[src/rtl/mmio_responder_if.sv]
// mmio_responder_if: D-memory bus slice and TX drain stream seen by mmio_responder.
// The core/bench side uses the master modport and the responder uses the slave modport.
interface mmio_responder_if;
  logic        CSN;
  logic        WEN;
  logic [3:0]  BE;
  logic [11:0] ADDR;
  logic [31:0] DI;
  logic [31:0] DOUT;
  logic        HIT;
  logic        TX_VALID;
  logic [31:0] TX_DATA;
  logic        TX_READY;

  modport master (
    output CSN, WEN, BE, ADDR, DI, TX_READY,
    input  DOUT, HIT, TX_VALID, TX_DATA
  );

  modport slave (
    input  CSN, WEN, BE, ADDR, DI, TX_READY,
    output DOUT, HIT, TX_VALID, TX_DATA
  );
endinterface

[src/rtl/mmio_responder.sv]
// mmio_responder: MMIO window beside the data SRAM.
// It provides a TX push FIFO with a valid/ready drain, STATUS/flush, a CYCLE counter,
// and a sticky HALT.
// Define MMIO_CYCLE_EN to build the CYCLE counter. Without it, CYCLE reads return 0
// and CYCLE writes are ignored.
module mmio_responder #(
  parameter logic [7:0] BASE_ADDR  = 8'hFF,
  parameter int         FIFO_DEPTH = 8,
  parameter int         CNT_W      = 4
) (
  input  logic             CLK,
  input  logic             RST,
  mmio_responder_if.slave  bus,
  output logic             HALT,
  output logic [CNT_W-1:0] FIFO_CNT
);

  localparam int PTR_W = (FIFO_DEPTH > 1) ? $clog2(FIFO_DEPTH) : 1;

  typedef enum logic [1:0] {
    REG_TXDATA = 2'd0,
    REG_STATUS = 2'd1,
    REG_CYCLE  = 2'd2,
    REG_HALT   = 2'd3
  } reg_off_e;

  // Bus decode
  logic     sel;
  logic     wr;
  logic     rd;
  reg_off_e off;
  logic     unused_addr_lsb;

  assign sel = ~bus.CSN & (bus.ADDR[11:4] == BASE_ADDR);
  assign wr  = sel & ~bus.WEN;
  assign rd  = sel &  bus.WEN;
  assign off = reg_off_e'(bus.ADDR[3:2]);
  // The window is word-addressed, so the byte offset bits are not used.
  assign unused_addr_lsb = ^bus.ADDR[1:0];

  // TX FIFO control
  logic [31:0]      mem [FIFO_DEPTH];
  logic [PTR_W-1:0] wr_ptr;
  logic [PTR_W-1:0] rd_ptr;
  logic [CNT_W-1:0] cnt;
  logic             ovf;
  logic             full;
  logic             empty;
  logic             pop;
  logic             push_req;
  logic             push_ok;
  logic             ovf_set;
  logic             flush;

  assign empty    = (cnt == '0);
  assign full     = (cnt == CNT_W'(FIFO_DEPTH));
  assign pop      = ~empty & bus.TX_READY;
  assign push_req = wr & (off == REG_TXDATA) & (bus.BE == 4'hF);
  // A push into a full FIFO still fits when the head leaves on the same edge.
  assign push_ok  = push_req & (~full | pop);
  assign ovf_set  = push_req & full & ~pop;
  assign flush    = wr & (off == REG_STATUS) & bus.BE[0] & bus.DI[0];

  // Pointer, occupancy and overflow state. A flush wins over any pop on the same edge.
  // NOTE: every clocked block uses non-blocking assignments, so all registers see pre-edge values.
  always_ff @(posedge CLK or posedge RST) begin
    if (RST) begin
      wr_ptr <= '0;
      rd_ptr <= '0;
      cnt    <= '0;
      ovf    <= 1'b0;
    end else if (flush) begin
      wr_ptr <= '0;
      rd_ptr <= '0;
      cnt    <= '0;
      ovf    <= 1'b0;
    end else begin
      if (push_ok) wr_ptr <= wr_ptr + 1'b1;
      if (pop)     rd_ptr <= rd_ptr + 1'b1;
      cnt <= cnt + CNT_W'(push_ok) - CNT_W'(pop);
      if (ovf_set) ovf <= 1'b1;
    end
  end

  // FIFO storage write
  // NOTE: storage is deliberately not reset. TX_DATA is masked while empty, so stale entries never escape.
  always_ff @(posedge CLK) begin
    if (push_ok) mem[wr_ptr] <= bus.DI;
  end

  assign bus.TX_VALID = ~empty;
  assign bus.TX_DATA  = empty ? 32'h0 : mem[rd_ptr];
  assign FIFO_CNT     = cnt;

  // Cycle counter
  logic [31:0] cycle_q;
`ifdef MMIO_CYCLE_EN
  logic cyc_wr;
  assign cyc_wr = wr & (off == REG_CYCLE);

  // A write loads the counter byte-wise and replaces that cycle's increment.
  always_ff @(posedge CLK or posedge RST) begin
    if (RST) begin
      cycle_q <= '0;
    end else if (cyc_wr) begin
      for (int i = 0; i < 4; i++) begin
        if (bus.BE[i]) cycle_q[8*i +: 8] <= bus.DI[8*i +: 8];
      end
    end else begin
      cycle_q <= cycle_q + 32'd1;
    end
  end
`else
  assign cycle_q = 32'h0;
`endif

  // Sticky halt request, cleared only by reset
  logic halt_q;
  always_ff @(posedge CLK or posedge RST) begin
    if (RST) begin
      halt_q <= 1'b0;
    end else if (wr & (off == REG_HALT) & bus.BE[0] & bus.DI[0]) begin
      halt_q <= 1'b1;
    end
  end
  assign HALT = halt_q;

  // Read data selection from pre-edge register state
  // NOTE: rdata is defaulted before the case, so no path leaves it unassigned and no latch is inferred.
  logic [31:0] rdata;
  always_comb begin
    rdata = 32'h0;
    case (off)
      REG_TXDATA: rdata = 32'h0;
      REG_STATUS: rdata = {16'h0, 8'(cnt), 5'b0, ovf, full, empty};
      REG_CYCLE:  rdata = cycle_q;
      REG_HALT:   rdata = {31'h0, halt_q};
      default:    rdata = 32'h0;
    endcase
  end

  // Registered read port: one-cycle latency like the SRAM, with DOUT held between reads
  logic [31:0] dout_q;
  logic        hit_q;
  always_ff @(posedge CLK or posedge RST) begin
    if (RST) begin
      dout_q <= '0;
      hit_q  <= 1'b0;
    end else begin
      hit_q <= rd;
      if (rd) dout_q <= rdata;
    end
  end

  assign bus.DOUT = dout_q;
  assign bus.HIT  = hit_q;

endmodule

[src/flat_wrapper.sv]
// flat-port wrapper written by rule: the top's interface ports become plain ports
module mmio_responder_flat 
#(
  parameter logic [7:0] BASE_ADDR  = 8'hFF,
  parameter int         FIFO_DEPTH = 8,
  parameter int         CNT_W      = 4
)
  (CLK, RST, HALT, FIFO_CNT, bus_CSN, bus_WEN, bus_BE, bus_ADDR, bus_DI, bus_TX_READY, bus_DOUT, bus_HIT, bus_TX_VALID, bus_TX_DATA);
  mmio_responder_if bus_i ();
  input  logic CLK;
  input  logic RST;
  output logic HALT;
  output logic [CNT_W-1:0] FIFO_CNT;
  input wire logic [$bits(bus_i.CSN)-1:0] bus_CSN;
  input wire logic [$bits(bus_i.WEN)-1:0] bus_WEN;
  input wire logic [$bits(bus_i.BE)-1:0] bus_BE;
  input wire logic [$bits(bus_i.ADDR)-1:0] bus_ADDR;
  input wire logic [$bits(bus_i.DI)-1:0] bus_DI;
  input wire logic [$bits(bus_i.TX_READY)-1:0] bus_TX_READY;
  output wire logic [$bits(bus_i.DOUT)-1:0] bus_DOUT;
  output wire logic [$bits(bus_i.HIT)-1:0] bus_HIT;
  output wire logic [$bits(bus_i.TX_VALID)-1:0] bus_TX_VALID;
  output wire logic [$bits(bus_i.TX_DATA)-1:0] bus_TX_DATA;
  assign bus_i.CSN = bus_CSN;
  assign bus_i.WEN = bus_WEN;
  assign bus_i.BE = bus_BE;
  assign bus_i.ADDR = bus_ADDR;
  assign bus_i.DI = bus_DI;
  assign bus_i.TX_READY = bus_TX_READY;
  assign bus_DOUT = bus_i.DOUT;
  assign bus_HIT = bus_i.HIT;
  assign bus_TX_VALID = bus_i.TX_VALID;
  assign bus_TX_DATA = bus_i.TX_DATA;
  mmio_responder #(.BASE_ADDR(BASE_ADDR), .FIFO_DEPTH(FIFO_DEPTH), .CNT_W(CNT_W)) u_core (.CLK(CLK), .RST(RST), .bus(bus_i), .HALT(HALT), .FIFO_CNT(FIFO_CNT));
endmodule
[config.mk]
export PLATFORM = sky130hd
export DESIGN_NAME = mmio_responder_flat
export DESIGN_NICKNAME = d
export VERILOG_FILES = /design/src/rtl/mmio_responder_if.sv /design/src/rtl/mmio_responder.sv /design/src/flat_wrapper.sv
export SDC_FILE = /design/constraint.sdc
export NUM_CORES = 1
export LEC_CHECK = 0
export BUFFER_PORTS_ARGS = -buffer_cell sky130_fd_sc_hd__buf_4
export CORE_UTILIZATION = 50
export DETAILED_ROUTE_END_ITERATION = 16
export PLACE_DENSITY = 0.7
export SKIP_LAST_GASP = 1
export SLEW_MARGIN = 15
export SYNTH_ARGS = -nofsm -noshare
export SYNTH_HDL_FRONTEND = slang
export SYNTH_SLANG_ARGS = --single-unit
[constraint.sdc]
create_clock -name CLK -period 12.3 [get_ports CLK]
set_input_delay 0.615 -clock CLK [delete_from_list [all_inputs] [get_ports CLK]]
set_output_delay 0.615 -clock CLK [all_outputs]
set_load 0.05 [all_outputs]
==> impl.org <==
** Floorplanning
- The die is 150 µm tall.
- Core area :: 0.0213 mm²
- Width of the die :: 150 µm
- The die covers 0.0226 mm².
- Top-level port count :: 124
- Initial Util :: 51.7%
- Std-Cell Rows :: 53

** Clock network
- Count of instances resized after the clock tree is built :: 0
- TritonCTS Buffers :: 28
- Clock slew at reported path FFs :: 60 ps
- The number of setup buffers added after CTS is 0.
- The clock passes through at most 3 buffers.
- The tree is rooted in a clkbuf_16.
- Sink Count :: 276
- H-tree level count :: 1
- Clock network latency to the later pin of the worst-skew pair :: 520 ps
- TritonCTS built the clock tree.
- Post-CTS Hold Buffers :: 0

** Critical path
- Maximum cell stage delay along the critical path :: 830 ps
- By startpoint and endpoint, the worst setup path is classified as register to primary output.
- Data arrives at the worst endpoint at 3180 ps.
- The most numerous cell type found on the critical path is buf_4.
- Buf/Inv on CP :: 2
- Dominant delay contributor by cell family on the critical path :: buffers and inverters
- STA classifies the critical path endpoint as a primary output.
- The largest individual stage delay along the critical path comes from the cell dfrtp_4.
- STA puts the critical path data required time at 11690 ps.
- CP Launch Type :: register
- The critical path goes through buf_4, mux4_2, mux2i_1, nor2_1, buf_4.
- Worst-path fanout max :: 36

** Flow run
- Number of violations of the max-capacitance limit :: 0

** Timing
- Final Worst Setup Slack :: 8510 ps
- The final count of pins violating max slew was 0.
- Minimum hold slack :: 222 ps
- Final cycle utilization of the critical path :: 30.8%
- Subtracting the final worst setup slack from the clock period gives 3790 ps.
- Highest clock rate :: 264 MHz
- In this run the tightest slew margin relative to its limit is 35.9%.
- For the final routed database, the setup TNS stands at 0 ps.
- # setup viols final :: 0
- Actual slew at the worst max-slew pin :: 956 ps
- Setup repair after global routing left no endpoint under its margin.
- Final count of hold timing violations :: 0
- Across the routed clock network, the largest skew measured is 5.31 ps.

** Drt
- Via count :: 5335
- Before antenna repair, the detailed router went through 4 iterations.
- The routed design has 20700 µm of wire.
- DRC marker count from the first detailed-route iteration :: 395
- Wire length per cell :: 21.5 µm
- Number of nets still failing antenna checks after routing :: 0
- For this run, design rule violations remaining after detail routing come to 0.
- After detailed routing, the number of vias per cell comes to 5.54.

** Synth
- The synthesized design spends more area on one cell type than any other, namely edfxtp_1.
- Averaged over all synthesized cells, the footprint is 19.8 µm².
- After synthesis, flip-flops and latches occupy 74.4% of the total area.
- Number of cells produced by synthesis :: 555
- Yosys mapped a number of flops with a built-in enable equal to 256.
- In the synthesized netlist the async set-or-reset flop fraction comes to 7.25%.
- Predominant post-synthesis flop cell :: edfxtp_1
- For this run, the number of Yosys warnings is 0.
- Ranking of synthesized cells by area :: edfxtp_1, mux4_2, dfrtp_1, mux2i_1, buf_4
- Synth top area share :: 69.9%
- Synthesized flop and latch total :: 276
- Counting distinct cell types in the post-synthesis netlist gives 38.
- Post-synthesis cell area :: 0.0110 mm²

** Layout
- Share of layout cells above drive strength 1 :: 32.7%
- Final non-filler cell area :: 0.0129 mm²
- Number of antenna diodes :: 0
- Top library cells by usage in the layout, fill and taps aside :: edfxtp_1, buf_4, mux4_2
- For this run, the post-layout net count is 729.
- Leaving out fill and tap cells, the most frequent cell in the layout is edfxtp_1.
- The area growth from synthesis to layout is 16.9%.

** Place
- After legalization and detailed placement, the total HPWL measured 11900 µm.
- Cell area reported after detailed placement :: 0.0120 mm²
- Port buffering added 96 buffers.
- Worst slack after detailed placement :: 8810 ps
- Routability congestion estimate :: 0.786

** Pwr
- Switching power as a share of total power :: 35.3%
- Pwr per Cell Area :: 228 mW/mm²
- Clock network power share :: 26.5%
- The analysis attributes to net switching a power of 1.04 mW.
- The internal portion of the total power is 1.90 mW.
- Logic pwr share :: 36.2%
- In this run, flip-flops and latches consume 37.3% of the power.
- Pleak :: 4.52 nW
- The worst-case IR drop observed on VDD is 0.135 mV.

** GRT
- Largest net degree at the start of global routing :: 67
- Global routing used 19.3% of the available tracks.
- Final global-route overflow total :: 0
- The initial antenna violation count is 0.
- The first global-routing pass estimated 32000 µm of wire.
- The number of global-route vias before repair was 5693.

** Run status
- The flow ran to the end, and the final reports show no timing, DRC or antenna violations.

** Min path
- The tightest min-delay check is of the input port to asynchronous set/reset pin type.
## path summary, 6_finish.rpt
path | from | endpoint | slack, ps | cells past startpoint
worst max register to register | u_core.FIFO_CNT[2] | u_core.FIFO_CNT[2] | 9040 | 11
min in group CLK | bus_DI[2] | u_core.mem[4][2] | 320 | 1
worst max-delay path | u_core.rd_ptr[0] | bus_TX_DATA[9] | 8510 | 5
worst min register to register | u_core.HALT | u_core.HALT | 500 | 1
max in group asynchronous | RST | u_core.rd_ptr[0] | 11540 | 2
worst min-delay path | RST | u_core.HALT | 220 | 2
## area by class of cell
type	instances	area [µm²]
fill	1513	8430
sequential	276	8190
multi-input combinational	237	2600
timing repair buffer	108	811
clock buffer	37	756
tap	275	344
clock inverter	14	92.6
inverter	16	60.1
## flip-flops by register name, indices dropped and copies added (netlist names)
| signal | count |
|---|---|
| u_core.bus.DOUT | 7 |
| u_core.FIFO_CNT | 4 |
| u_core.bus.HIT | 1 |
| u_core.rd_ptr | 3 |
| u_core.HALT | 1 |
| u_core.wr_ptr | 3 |
| u_core.mem | 256 |
| u_core.ovf | 1 |
## synthesized netlist by cell type (7+ instances only)
cell type / count
inv_1: 16
edfxtp_1: 256
mux2i_1: 33
buf_2: 10
nor2_1: 46
mux4_2: 64
dfrtp_1: 20
buf_1: 7
o21ai_0: 10
nand3_1: 11
ha_1: 8
buf_4: 26
## stage by stage
| step | power (mW) | cells | util (%) |
|---|---|---|---|
| finish | 2.94 | 963 | 60.4 |
| global route | 3.06 | 963 | 60.4 |
| CTS | 2.97 | 963 | 60.4 |
| detailed placement | 2.19 | 912 | 56.4 |
| global placement | 2.18 | 912 | 56.4 |
| floorplan | 1.92 | 579 | - |
## layer usage
metal  vias up  share of wire, %  global-route usage [%]
met5         -                 0                       0
li1       2382                 -                       -
met2       169                52                    33.5
met4         0               2.3                    5.35
met3        40               5.5                    3.06
met1      2744                41                    25.2
## cell families (layout without fill, tap and decap cells)
| logic type | after synthesis | after routing | share of synthesized area, % |
|---|---|---|---|
| other | 1 | 25 | 0.0341 |
| AOI/OAI and AO/OA | 20 | 20 | 1.14 |
| and+or+nand+nor | 82 | 82 | 3.59 |
| adders and majority gates | 9 | 9 | 1.09 |
| xor gates and xnor gates | 4 | 4 | 0.318 |
| DFF | 276 | 276 | 74.4 |
| buffers and inverters | 66 | 175 | 3.32 |
| muxes | 97 | 97 | 16.1 |
## worst reg2reg max path: cells and delay by family, from the launching register on
family                     cells  cell delay [ps]
adders and majority gates      4             1080
buffers and inverters          3              410
and+or+nand+nor                3             1080
xor gates and xnor gates       1              170
DFF                            1              390
## power by group through the flow
stage	clock network [mW]	logic [mW]	registers, mW
final	0.778	1.06	1.10
after global routing	0.825	1.13	1.10
after CTS	0.792	1.08	1.10
after detailed placement	0	1.08	1.12
after global placement	0	1.07	1.12
after floorplan	0	0.823	1.10
Note: power is estimated with default switching activity, not from simulation.
